File: src/rtl/histogram_pkg.sv
// rtl/histogram_pkg.sv - shared types and helpers for the frame-histogram stage
package histogram_pkg;

  typedef enum logic [1:0] {
    ACCUM = 2'd0,
    FLUSH = 2'd1,
    DRAIN = 2'd2
  } state_e;

  function automatic int bin_idx_w(input int num_bins);
    return (num_bins > 1) ? $clog2(num_bins) : 1;
  endfunction

  function automatic logic [7:0] sat8(input logic [31:0] x);
    return (x > 32'd255) ? 8'hFF : x[7:0];
  endfunction

endpackage

File: src/rtl/hist_bin_array.sv
// rtl/hist_bin_array.sv - histogram bin registers: clear-all, saturating increment, read port
module hist_bin_array #(
  parameter int NUM_BINS = 8,
  parameter int CNT_W    = 16,
  parameter int IDX_W    = 3
) (
  input  logic             clk_i,
  input  logic             rst_i,
  input  logic             clr_i,
  input  logic             inc_i,
  input  logic [IDX_W-1:0] inc_idx_i,
  input  logic [IDX_W-1:0] rd_idx_i,
  output logic [CNT_W-1:0] rd_cnt_o
);

  localparam logic [CNT_W-1:0] CNT_MAX = '1;

  logic [CNT_W-1:0] bin_q [NUM_BINS];
  logic [CNT_W-1:0] bin_d [NUM_BINS];

  // Clear and increment on the same edge leaves the addressed bin at 1.
  always_comb begin
    for (int b = 0; b < NUM_BINS; b++) begin
      bin_d[b] = clr_i ? '0 : bin_q[b];
      if (inc_i && (inc_idx_i == IDX_W'(b)) && (bin_d[b] != CNT_MAX)) begin
        bin_d[b] = bin_d[b] + CNT_W'(1);
      end
    end
  end

  always_ff @(posedge clk_i) begin
    if (rst_i) begin
      for (int b = 0; b < NUM_BINS; b++) begin
        bin_q[b] <= '0;
      end
    end else begin
      for (int b = 0; b < NUM_BINS; b++) begin
        bin_q[b] <= bin_d[b];
      end
    end
  end

  assign rd_cnt_o = bin_q[rd_idx_i];

endmodule

File: src/rtl/datapath_histogram.sv
// rtl/datapath_histogram.sv - per-frame pixel histogram, emitted as a packet of bin counts
module datapath_histogram
  import histogram_pkg::*;
#(
  parameter int FRAME_LEN = 24,
  parameter int NUM_BINS  = 8,
  parameter int CNT_W     = 16
) (
  input  logic       i_clk,
  input  logic       i_rst,
  input  logic [7:0] data_in,
  input  logic       valid_in,
  input  logic       sof_in,
  output logic       busy_out,
  output logic [7:0] data_out,
  output logic       valid_out,
  output logic       sof_out,
  input  logic       busy_in
);

  localparam int IDX_W = bin_idx_w(NUM_BINS);
  localparam int PIX_W = $clog2(FRAME_LEN + 1);

  state_e           state_q, state_d;
  logic [PIX_W-1:0] pix_cnt_q, pix_cnt_d, pix_next;
  logic [IDX_W-1:0] k_q, k_d;
  logic             busy_q, busy_d;
  logic             valid_q, valid_d;
  logic             sof_q, sof_d;
  logic [7:0]       data_q, data_d;

  logic             bin_clr, bin_inc;
  logic [IDX_W-1:0] rd_idx;
  logic [CNT_W-1:0] rd_cnt;
  logic [IDX_W-1:0] pix_idx;
  logic             accept;
  logic             unused_pix_bits;

  assign pix_idx         = data_in[7 -: IDX_W];
  assign unused_pix_bits = ^data_in;
  assign accept          = valid_in && !busy_q && (state_q == ACCUM);

  hist_bin_array #(
    .NUM_BINS (NUM_BINS),
    .CNT_W    (CNT_W),
    .IDX_W    (IDX_W)
  ) u_bins (
    .clk_i     (i_clk),
    .rst_i     (i_rst),
    .clr_i     (bin_clr),
    .inc_i     (bin_inc),
    .inc_idx_i (pix_idx),
    .rd_idx_i  (rd_idx),
    .rd_cnt_o  (rd_cnt)
  );

  always_comb begin
    state_d   = state_q;
    pix_cnt_d = pix_cnt_q;
    pix_next  = pix_cnt_q;
    k_d       = k_q;
    busy_d    = busy_q;
    valid_d   = valid_q;
    sof_d     = sof_q;
    data_d    = data_q;
    bin_clr   = 1'b0;
    bin_inc   = 1'b0;
    rd_idx    = '0;

    case (state_q)
      ACCUM: begin
        if (accept) begin
          // sof restarts the frame, discarding any partial histogram.
          bin_inc   = 1'b1;
          bin_clr   = sof_in;
          pix_next  = sof_in ? PIX_W'(1) : (pix_cnt_q + PIX_W'(1));
          pix_cnt_d = pix_next;
          if (pix_next == PIX_W'(FRAME_LEN)) begin
            state_d = FLUSH;
            busy_d  = 1'b1;
          end
        end
      end

      FLUSH: begin
        rd_idx  = '0;
        data_d  = sat8(32'(rd_cnt));
        valid_d = 1'b1;
        sof_d   = 1'b1;
        k_d     = '0;
        state_d = DRAIN;
      end

      DRAIN: begin
        if (valid_q && !busy_in) begin
          if (k_q == IDX_W'(NUM_BINS - 1)) begin
            valid_d   = 1'b0;
            sof_d     = 1'b0;
            data_d    = '0;
            bin_clr   = 1'b1;
            pix_cnt_d = '0;
            busy_d    = 1'b0;
            state_d   = ACCUM;
          end else begin
            k_d     = k_q + IDX_W'(1);
            rd_idx  = k_q + IDX_W'(1);
            data_d  = sat8(32'(rd_cnt));
            sof_d   = 1'b0;
          end
        end
      end

      default: begin
        state_d = ACCUM;
        busy_d  = 1'b0;
        valid_d = 1'b0;
        sof_d   = 1'b0;
      end
    endcase
  end

  always_ff @(posedge i_clk) begin
    if (i_rst) begin
      state_q   <= ACCUM;
      pix_cnt_q <= '0;
      k_q       <= '0;
      busy_q    <= 1'b0;
      valid_q   <= 1'b0;
      sof_q     <= 1'b0;
      data_q    <= '0;
    end else begin
      state_q   <= state_d;
      pix_cnt_q <= pix_cnt_d;
      k_q       <= k_d;
      busy_q    <= busy_d;
      valid_q   <= valid_d;
      sof_q     <= sof_d;
      data_q    <= data_d;
    end
  end

  assign busy_out  = busy_q;
  assign valid_out = valid_q;
  assign sof_out   = sof_q;
  assign data_out  = data_q;

endmodule

File: config.mk
export PLATFORM = sky130hd
export DESIGN_NAME = datapath_histogram
export DESIGN_NICKNAME = d
export VERILOG_FILES = /design/src/rtl/histogram_pkg.sv /design/src/rtl/hist_bin_array.sv /design/src/rtl/datapath_histogram.sv
export SDC_FILE = /design/constraint.sdc
export NUM_CORES = 1
export LEC_CHECK = 0
export CAP_MARGIN = 40
export CORE_AREA = 2 2 146 148
export DETAILED_ROUTE_END_ITERATION = 8
export DIE_AREA = 0 0 148 150
export GPL_ROUTABILITY_DRIVEN = 0
export GPL_TIMING_DRIVEN = 0
export PLACE_DENSITY_LB_ADDON = 0.05
export SYNTH_ARGS = -nofsm -noshare
export SYNTH_HDL_FRONTEND = slang
export SYNTH_SLANG_ARGS = --single-unit
File: constraint.sdc
create_clock -name i_clk -period 5.3 [get_ports i_clk]
set_input_delay 1.59 -clock i_clk [delete_from_list [all_inputs] [get_ports i_clk]]
set_output_delay 1.59 -clock i_clk [all_outputs]
set_load 0.02 [all_outputs]
**Word level (Yosys, flattened, before mapping)**

Memory sizes are Yosys's and may differ from the RTL's.
Cells that the tools add are included.

- Register bits after elaboration: 21
- Memories: 1
- Input bits: 13
- Latch bits: 0
- Bits in read-only memories: 0
- Output and inout bits: 11
- Word-level logic and storage cells: 146
- Bits in writable memories: 128

- Bitwise gates (word level): 10
- Reductions and logical operators: 32
- Multiply operators: 0
- Equal/unequal tests: 24
- Add/subtract/negate cells: 10
- Magnitude comparators: 1
- Multiplexer cells: 61
- Divide/modulo/power cells: 0
- Shift-type cells: 0

Memories:

| memory | depth | width | read ports | clocked after Yosys merged registers in | wr ports | RTL line | RTL |
|---|---|---|---|---|---|---|---|
| u_bins.bin_q | 8 | 16 | 9 | 0 | 8 | hist_bin_array.sv:18 | `logic [CNT_W-1:0] bin_q [NUM_BINS];` |

Operators with widths:

| operator | number |
|---|---|
| 2-to-1 mux 16 bit | 24 |
| adder 16 x 1 -> 16 bit, second input constant | 8 |
| != test 16 bit, second input constant | 8 |
| 2-to-1 mux 8 bit | 3 |
| 2-to-1 mux 5 bit | 4 |
| logical AND 1 bit | 19 |
| greater-than comparator 16 x 8 -> 1 bit, second input constant | 1 |
| one-hot mux 8 bit (2 select lines) | 1 |
| == test 3 bit, second input constant | 5 |
| 2-to-1 mux 3 bit | 5 |
| 2-to-1 mux 1 bit | 13 |
| one-hot mux 5 bit (2 select lines) | 1 |
| one-hot mux 1 bit (3 select lines) | 3 |
| 2-to-1 mux 2 bit | 4 |
| != test 2 bit, second input constant | 4 |
| bitwise OR 1 bit | 8 |
| AND reduction 4 bit | 2 |
| == test 3 x 2 -> 1 bit, second input constant | 2 |
| one-hot mux 2 bit (3 select lines) | 1 |
| one-hot mux 3 bit (2 select lines) | 1 |
| AND reduction 3 bit | 2 |
| adder 5 x 1 -> 5 bit, second input constant | 1 |
| == test 5 bit, second input constant | 1 |
| AND reduction 5 bit | 1 |
| 12 further kinds | 16 |

**Logic depth before layout (Yosys ltp)**

Gate-level depths: netlist (run 1).

- Word-level depth: 10
- Mapped depth: 14
- Gate-level depth less buffers: 11

**Cells and area by module**

From an unflattened synthesis (run 1), not the netlist that was laid out.

- Cell total of the unflattened synthesis: 1002
- Area total of the unflattened synthesis: 8823.5 um^2

By module, submodules not included:

| module | cells each | area each (um^2) | sequential area each (um^2) | times used |
|---|---|---|---|---|
| hist_bin_array | 884 | 7807.5 | 2562.5 | 1 |
| datapath_histogram | 118 | 1016.0 | 420.4 | 1 |

**Worst setup path before layout (run 1)**

No wires, ideal clock.

- Path type: input-to-reg
- Start: input port busy_in
- End: memory u_bins.bin_q[5][2]
- Setup time: 128 ps
- Required time: 5172 ps
- Data arrival time: 4115 ps
- Path buffers: 2
- Path slack: 1057 ps
- Stages: 12
- Cell sequence: and4bb_1 buf_2 a22oi_2 clkbuf_1 and2_1 ha_1 nand4_1 or3_1 o31ai_2 nor2_1 xor2_1 nor2_1

RTL lines:

| element | RTL line | RTL |
|---|---|---|
| from (decl) | datapath_histogram.sv:18 | `input logic busy_in` |
| to (decl) | hist_bin_array.sv:18 |  |

==> impl_metrics.env, run 1 <==
export IMPL_outcome="complete, no violations"
export IMPL_critPathLaunchType="input pin"
export IMPL_relSlewSlack_pct=42.70
export IMPL_port_buffers=16
export IMPL_p_clk_share_pct=50.3
export IMPL_synth_top_cells_by_area="dfxtp_1 36%, xor2_1 6.4%, nor2_1 6.2%"
export IMPL_synth_top_area_share_pct=36.47
export IMPL_ys_seq_area_share_pct=36.47
export IMPL_synth_compound_area_share_pct=10.62
export IMPL_htree_levels=4
export IMPL_dp_hpwl_mm=18.86
export IMPL_multi_input_area_mm2=0.004951
export IMPL_min_period_over_period_pct=95.16
export IMPL_hold_violations=0
export IMPL_combPwrFrac_pct=4.0
export IMPL_fin_area_mm2=0.009326
export IMPL_dpl_cell_area_mm2=0.008708
export IMPL_swShare_pct=23.58
export IMPL_ys_top_cells_by_count="149 x dfxtp_1, 134 x nor2_1, 117 x nand2_1"
export IMPL_worst_ep_arrival_time_ns=5.33
export IMPL_dieHeight_um=150
export IMPL_die_area_mm2=0.02220
export IMPL_drt_iter0_markers=474
export IMPL_fill_cells=2162
export IMPL_grt_ovfl_total=0
export IMPL_grt_pass1_vias=7005
export IMPL_yosys_area_share_simple_pct=34.26
export IMPL_avgSynthCellArea_um2=8.097
export IMPL_tns_ns=0
export IMPL_fin_crit_ns=5.043
export IMPL_crit_path_max_fanout=10
export IMPL_firstDrtPassIters=6
export IMPL_viasPerCell=5.500
export IMPL_r2r_slack_ns=1.11
export IMPL_power_density_mw_per_mm2=264.3
export IMPL_synth_xor_area_share_pct=11.03
export IMPL_antenna_found_initial=1
export IMPL_finalNonFillerCells=1337
export IMPL_clkTransAtPathRegs_ns=0.07
export IMPL_seqPwrFrac_pct=45.7
export IMPL_fin_util_pct=45.08
export IMPL_reg2reg_to="u_bins.bin_q[5][2]"
export IMPL_die_w_um=148
export IMPL_cp_slowest_cell="a22oi_2"
export IMPL_ys_ff_latch=149
export IMPL_path_delay_family="simple AND/OR/NAND/NOR gates"
export IMPL_syn_area_mm2=0.008178
export IMPL_synth_distinct_cells=67
export IMPL_start_util_pct=39.53
export IMPL_r2r_start="k_q[0]"
export IMPL_num_rows=53
export IMPL_core_mm2=0.02069
export IMPL_drv_cap=0
export IMPL_crit_chain="clkdlybuf4s50_1, and4bb_1, buf_2, a22oi_2, clkbuf_2, and2_1, ha_1, nand4_1, or3_1, o31ai_4, nor2_1, xor2_1, nor2_1"
export IMPL_dp_slack_ns=-0.6360
export IMPL_fmax_mhz=198.3
export IMPL_end_kind="flip-flop"
export IMPL_ctsLongestPathBuffers=2
export IMPL_cts_sink_count=149
export IMPL_grt_use_total_pct=23.46
export IMPL_p_total_mw=2.465
export IMPL_synth_cells=1010
export IMPL_syn_nets=1035
export IMPL_max_vdd_ir_drop_mv=0.1824
export IMPL_setup_ws_ns=0.2567
export IMPL_synthMuxAreaShare_pct=2.693
export IMPL_whs_endpoint="pix_cnt_q[4]"
export IMPL_clockRootBuffer="clkbuf_16"
export IMPL_tritoncts="done"
export IMPL_area_growth_synth_to_final_pct=14.05
export IMPL_slew_viol_final=0
export IMPL_grt_pass1_wl_mm=39.82
export IMPL_drc=0
export IMPL_cp_buffers_inverters=3
export IMPL_tightestPinTransition_ns=0.8595
export IMPL_crit_top_cell="nor2_1"
export IMPL_wl_per_cell_um=19.05
export IMPL_rr_worst_depth=13
export IMPL_cpPeakStageDelay_ns=0.54
export IMPL_intPower_mw=1.884
export IMPL_drt_antenna_violating_nets=0
export IMPL_dp_cells=1303
export IMPL_clk_insertion_delay_late_ns=0.43
export IMPL_wl_mm=25.47
export IMPL_synth_warnings=0
export IMPL_hold_ws_ns=0.4840
export IMPL_cts_setup_buffers=0
export IMPL_synth_top_family_by_area="simple AND/OR/NAND/NOR gates"
export IMPL_num_vias=7353
export IMPL_regArea_mm2=0.002983
export IMPL_crit_required_ns=5.58
export IMPL_final_layout_size_suffix_gt1_share_pct=7.547
export IMPL_hp_start="pix_cnt_q[4]"
export IMPL_hp_class="reg -> reg"
export IMPL_yosysTopAreaCell="dfxtp_1"
export IMPL_io_pins=24
export IMPL_synthAdderAreaFrac_pct=1.836
export IMPL_ctsHoldBuffers=0
export IMPL_yosys_most_used_dff="dfxtp_1"
export IMPL_critical_path_class="in -> reg"
export IMPL_leakage_nw=3.098
export IMPL_synthArstFlopShare_pct=0
export IMPL_synth_most_common_cell="dfxtp_1"
export IMPL_rsz0062_at_grt="no"
export IMPL_finClkSkew_ns=0.01369
export IMPL_synth_edf_count=0
export IMPL_switchingPower_uw=581.2
export IMPL_finalNetCount=1073
export IMPL_numCtsBuffers=17
export IMPL_grt_max_degree=17
export IMPL_holdPathStages=2
export IMPL_setup_viol=0
-- worst max-delay path by stage --
stage	start	to	slack, ns	cells after the start
final	busy_in	u_bins.bin_q[5][2]	0.26	13
after global routing	busy_in	u_bins.bin_q[5][2]	0.03	13
after CTS	busy_in	u_bins.bin_q[5][2]	0.03	13
after detailed placement	busy_in	u_bins.bin_q[5][2]	-0.64	13
after global placement	busy_in	u_bins.bin_q[5][2]	-0.63	13
after floorplan	busy_in	u_bins.bin_q[5][2]	1.06	12
-- metal layers --
| layer | up-vias | wire (um) | global-route usage (%) | share of wire [%] |
|---|---|---|---|---|
| met5 | - | 0 | 0 | 0 |
| met4 | 0 | 541 | 6.762 | 2.1 |
| met3 | 35 | 1163 | 5.976 | 4.6 |
| met2 | 143 | 11840 | 38.56 | 46 |
| met1 | 3479 | 11930 | 30.51 | 47 |
| li1 | 3696 | - | - | - |
-- final cells by class --
| type | count | area share, % |
|---|---|---|
| clock inverters | 13 | 1.717 |
| diodes | 2 | 0.05366 |
| multi-input cells | 799 | 53.09 |
| inverters | 16 | 0.6439 |
| repair buffers | 19 | 2.120 |
| flip-flops and latches | 149 | 31.98 |
| plain buffers | 46 | 2.106 |
| clock buffers | 18 | 4.602 |
| well taps | 275 | 3.689 |
-- cell families (layout without fill, tap and decap cells) --
| logic type | Yosys count | in the layout |
|---|---|---|
| simple gates | 543 | 543 |
| flops | 149 | 149 |
| compound gates | 119 | 119 |
| xor+xnor | 103 | 103 |
| buf+inv | 62 | 112 |
| mux | 22 | 22 |
| fa+ha+maj | 12 | 12 |
| other cells | 0 | 2 |
-- worst register-to-register path, stage by stage (launching register included) --
cell	delay, ns
dfxtp_1	0.40
ha_1	0.26
ha_1	0.18
clkbuf_1	0.26
a22oi_2	0.64
clkbuf_2	0.43
and2_1	0.22
ha_1	0.21
nand4_1	0.23
or3_1	0.46
o31ai_4	0.41
nor2_1	0.10
xor2_1	0.18
nor2_1	0.06
-- what timing repair did --
item	CTS	global route
gates resized for setup	2	3
setup endpoints to repair	7	20
endpoints found under the hold margin	0	0
pin swaps	0	0
-- placed cells by master (no fill, tap or decap), types with 22 or more instances in the layout --
cell type,count
xnor2_1,43
nand3_1,73
nand2_1,117
clkbuf_1,29
dfxtp_1,149
a21oi_1,29
xor2_1,60
mux2i_1,22
nand4_1,49
nor4_1,22
nor3_1,25
o21ai_0,33
nor2_1,134
and2_1,25
-- power by group through the flow --
stage               Clock [mW]  Sequential, mW  Combinational [mW]
finish                    1.24            1.13              0.0995
floorplan                    0            1.15              0.0514
global placement             0            1.15              0.0967
global route              1.30            1.13               0.107
CTS                       1.27            1.13               0.100
detailed placement           0            1.15              0.0993
-- sequential cells by signal, indices dropped and copies added, names as in the netlist --
signal / count
data_out: 8
valid_out: 1
u_bins.bin_q: 128
k_q: 3
sof_out: 1
pix_cnt_q: 5
state_q: 2
busy_out: 1
(Power assumes the default switching activity.)
==> run 2: changes to the inputs <==
- CAP_MARGIN: 40 -> unset
- CTS_CLUSTER_DIAMETER: unset -> 120
==> impl_metrics.env, run 2 (synthesized netlist as in run 1, its figures left out) <==
export IMPL_dp_hpwl_mm=18.71
export IMPL_cp_buffers_inverters=3
export IMPL_core_mm2=0.02069
export IMPL_drt_antenna_violating_nets=0
export IMPL_crit_top_cell="nor2_1"
export IMPL_drt_iter0_markers=460
export IMPL_whs_endpoint="sof_out"
export IMPL_ctsLongestPathBuffers=2
export IMPL_port_buffers=16
export IMPL_io_pins=24
export IMPL_ctsHoldBuffers=0
export IMPL_p_total_mw=2.601
export IMPL_drc=0
export IMPL_hp_class="reg -> reg"
export IMPL_critical_path_class="in -> reg"
export IMPL_grt_max_degree=17
export IMPL_die_w_um=148
export IMPL_cpPeakStageDelay_ns=0.54
export IMPL_max_vdd_ir_drop_mv=0.1920
export IMPL_wl_per_cell_um=19.03
export IMPL_final_layout_size_suffix_gt1_share_pct=7.467
export IMPL_crit_required_ns=5.59
export IMPL_antenna_cells=0
export IMPL_fin_crit_ns=5.025
export IMPL_tns_ns=0
export IMPL_crit_chain="clkdlybuf4s50_1, and4bb_1, buf_2, a22oi_2, clkbuf_2, and2_1, ha_1, nand4_1, or3_1, o31ai_4, nor2_1, xor2_1, nor2_1"
export IMPL_grt_use_total_pct=23.50
export IMPL_wl_mm=25.37
export IMPL_finalNetCount=1070
export IMPL_numCtsBuffers=17
export IMPL_crit_path_max_fanout=10
export IMPL_hp_start="sof_out"
export IMPL_tritoncts="done"
export IMPL_dp_cells=1301
export IMPL_fmax_mhz=199.0
export IMPL_antenna_found_initial=2
export IMPL_firstDrtPassIters=5
export IMPL_finalNonFillerCells=1333
export IMPL_fin_area_mm2=0.009356
export IMPL_cts_sink_count=149
export IMPL_rsz0062_at_grt="no"
export IMPL_setup_viol=0
export IMPL_power_density_mw_per_mm2=278.0
export IMPL_area_growth_synth_to_final_pct=14.41
export IMPL_clockRootBuffer="clkbuf_16"
export IMPL_viasPerCell=5.506
export IMPL_dpl_cell_area_mm2=0.008682
export IMPL_final_cell_mix="149 x dfxtp_1, 134 x nor2_1, 117 x nand2_1, 73 x nand3_1, 60 x xor2_1"
export IMPL_multi_input_area_mm2=0.004951
export IMPL_layout_cells_most_common="dfxtp_1"
export IMPL_r2r_start="k_q[0]"
export IMPL_worst_ep_arrival_time_ns=5.31
export IMPL_tightestPinTransition_ns=0.8768
export IMPL_end_kind="flip-flop"
export IMPL_regArea_mm2=0.002983
export IMPL_leakage_nw=3.110
export IMPL_path_delay_family="simple AND/OR/NAND/NOR gates"
export IMPL_cp_slowest_cell="a22oi_2"
export IMPL_top_register="u_bins.bin_q"
export IMPL_largest_reg_flops=128
export IMPL_reg2reg_to="u_bins.bin_q[5][2]"
export IMPL_num_rows=53
export IMPL_min_period_over_period_pct=94.82
export IMPL_num_vias=7339
export IMPL_relSlewSlack_pct=41.55
export IMPL_start_util_pct=39.53
export IMPL_htree_levels=4
export IMPL_rr_worst_depth=13
export IMPL_slew_viol_final=0
export IMPL_outcome="complete, no violations"
export IMPL_fill_cells=2124
export IMPL_clkTransAtPathRegs_ns=0.06
export IMPL_hold_violations=0
export IMPL_die_area_mm2=0.02220
export IMPL_grt_pass1_wl_mm=40.02
export IMPL_clk_insertion_delay_late_ns=0.43
export IMPL_dieHeight_um=150
export IMPL_drv_cap=0
export IMPL_finClkSkew_ns=0.01517
export IMPL_grt_ovfl_total=0
export IMPL_holdPathStages=1
export IMPL_grt_pass1_vias=7029
export IMPL_r2r_slack_ns=1.14
export IMPL_critPathLaunchType="input pin"
==> run 2: cell types whose count changed in the layout (fill, tap and decap cells not counted), sizes merged <==
| cell | delta |
|---|---|
| buf | -3 |
| bufinv | +2 |
| clkinv | -4 |
| diode | -2 |
| inv | +3 |
==> run 2: metal layers <==
| layer | track usage (%) | wire length, um |
|---|---|---|
| met2 | 38.22 | 11510 |
| met5 | 0 | 13 |
| met3 | 4.299 | 1067 |
| met1 | 31.39 | 12070 |
| met4 | 8.095 | 705 |
==> run 2: how the worst max path moves through the flow <==
stage                  from                  to  cells past startpoint
finish              busy_in  u_bins.bin_q[5][2]                     13
global route        busy_in  u_bins.bin_q[5][2]                     13
CTS                 busy_in  u_bins.bin_q[5][2]                     13
detailed placement  busy_in  u_bins.bin_q[5][2]                     13
global placement    busy_in  u_bins.bin_q[5][2]                     13
floorplan           busy_in  u_bins.bin_q[5][2]                     12
==> run 2: report_power, final <==
group | internal (mW) | total, mW | switching, mW
logic | 0.0219 | 0.0957 | 0.0738
registers | 1.12 | 1.13 | 0.00326
clock network | 0.855 | 1.38 | 0.525
total | 2.00 | 2.60 | 0.602
==> run 2: cell type report <==
class,instances,area share [%]
clock inverter,14,2.380
inverter,16,0.6419
tap,275,3.677
buffer,46,2.099
sequential,149,31.88
clock buffer,18,4.694
multi-input combinational,799,52.92
timing repair buffer,16,1.712
==> run 2: worst register-to-register path, cell delays in order (launching register included) <==
cell and delay [ns]:
dfxtp_1 0.41, ha_1 0.27, ha_1 0.18, clkbuf_1 0.24, a22oi_2 0.64, clkbuf_2 0.47
and2_1 0.21, ha_1 0.20, nand4_1 0.21, or3_1 0.45, o31ai_4 0.41, nor2_1 0.10
xor2_1 0.18, nor2_1 0.05
==> run 2: per-stage QoR <==
stage	utilization (%)	setup slack [ns]	hold WS (ns)
6_report	45.22	0.2745	0.4849
4_1_cts	45.17	0.07604	0.4809
3_5_place_dp	41.96	-0.6071	0.4669
5_1_grt	45.22	0.03703	0.5154
3_3_place_gp	41.96	-0.6253	0.4641
2_1_floorplan	-	1.057	0.4481
==> run 2: timing repair <==
action	CTS	global route
pin swaps	0	0
endpoints found under the hold margin	0	0
setup buffers	0	0
setup endpoints to repair	7	21
gates cloned	0	0
gates resized for setup	2	3
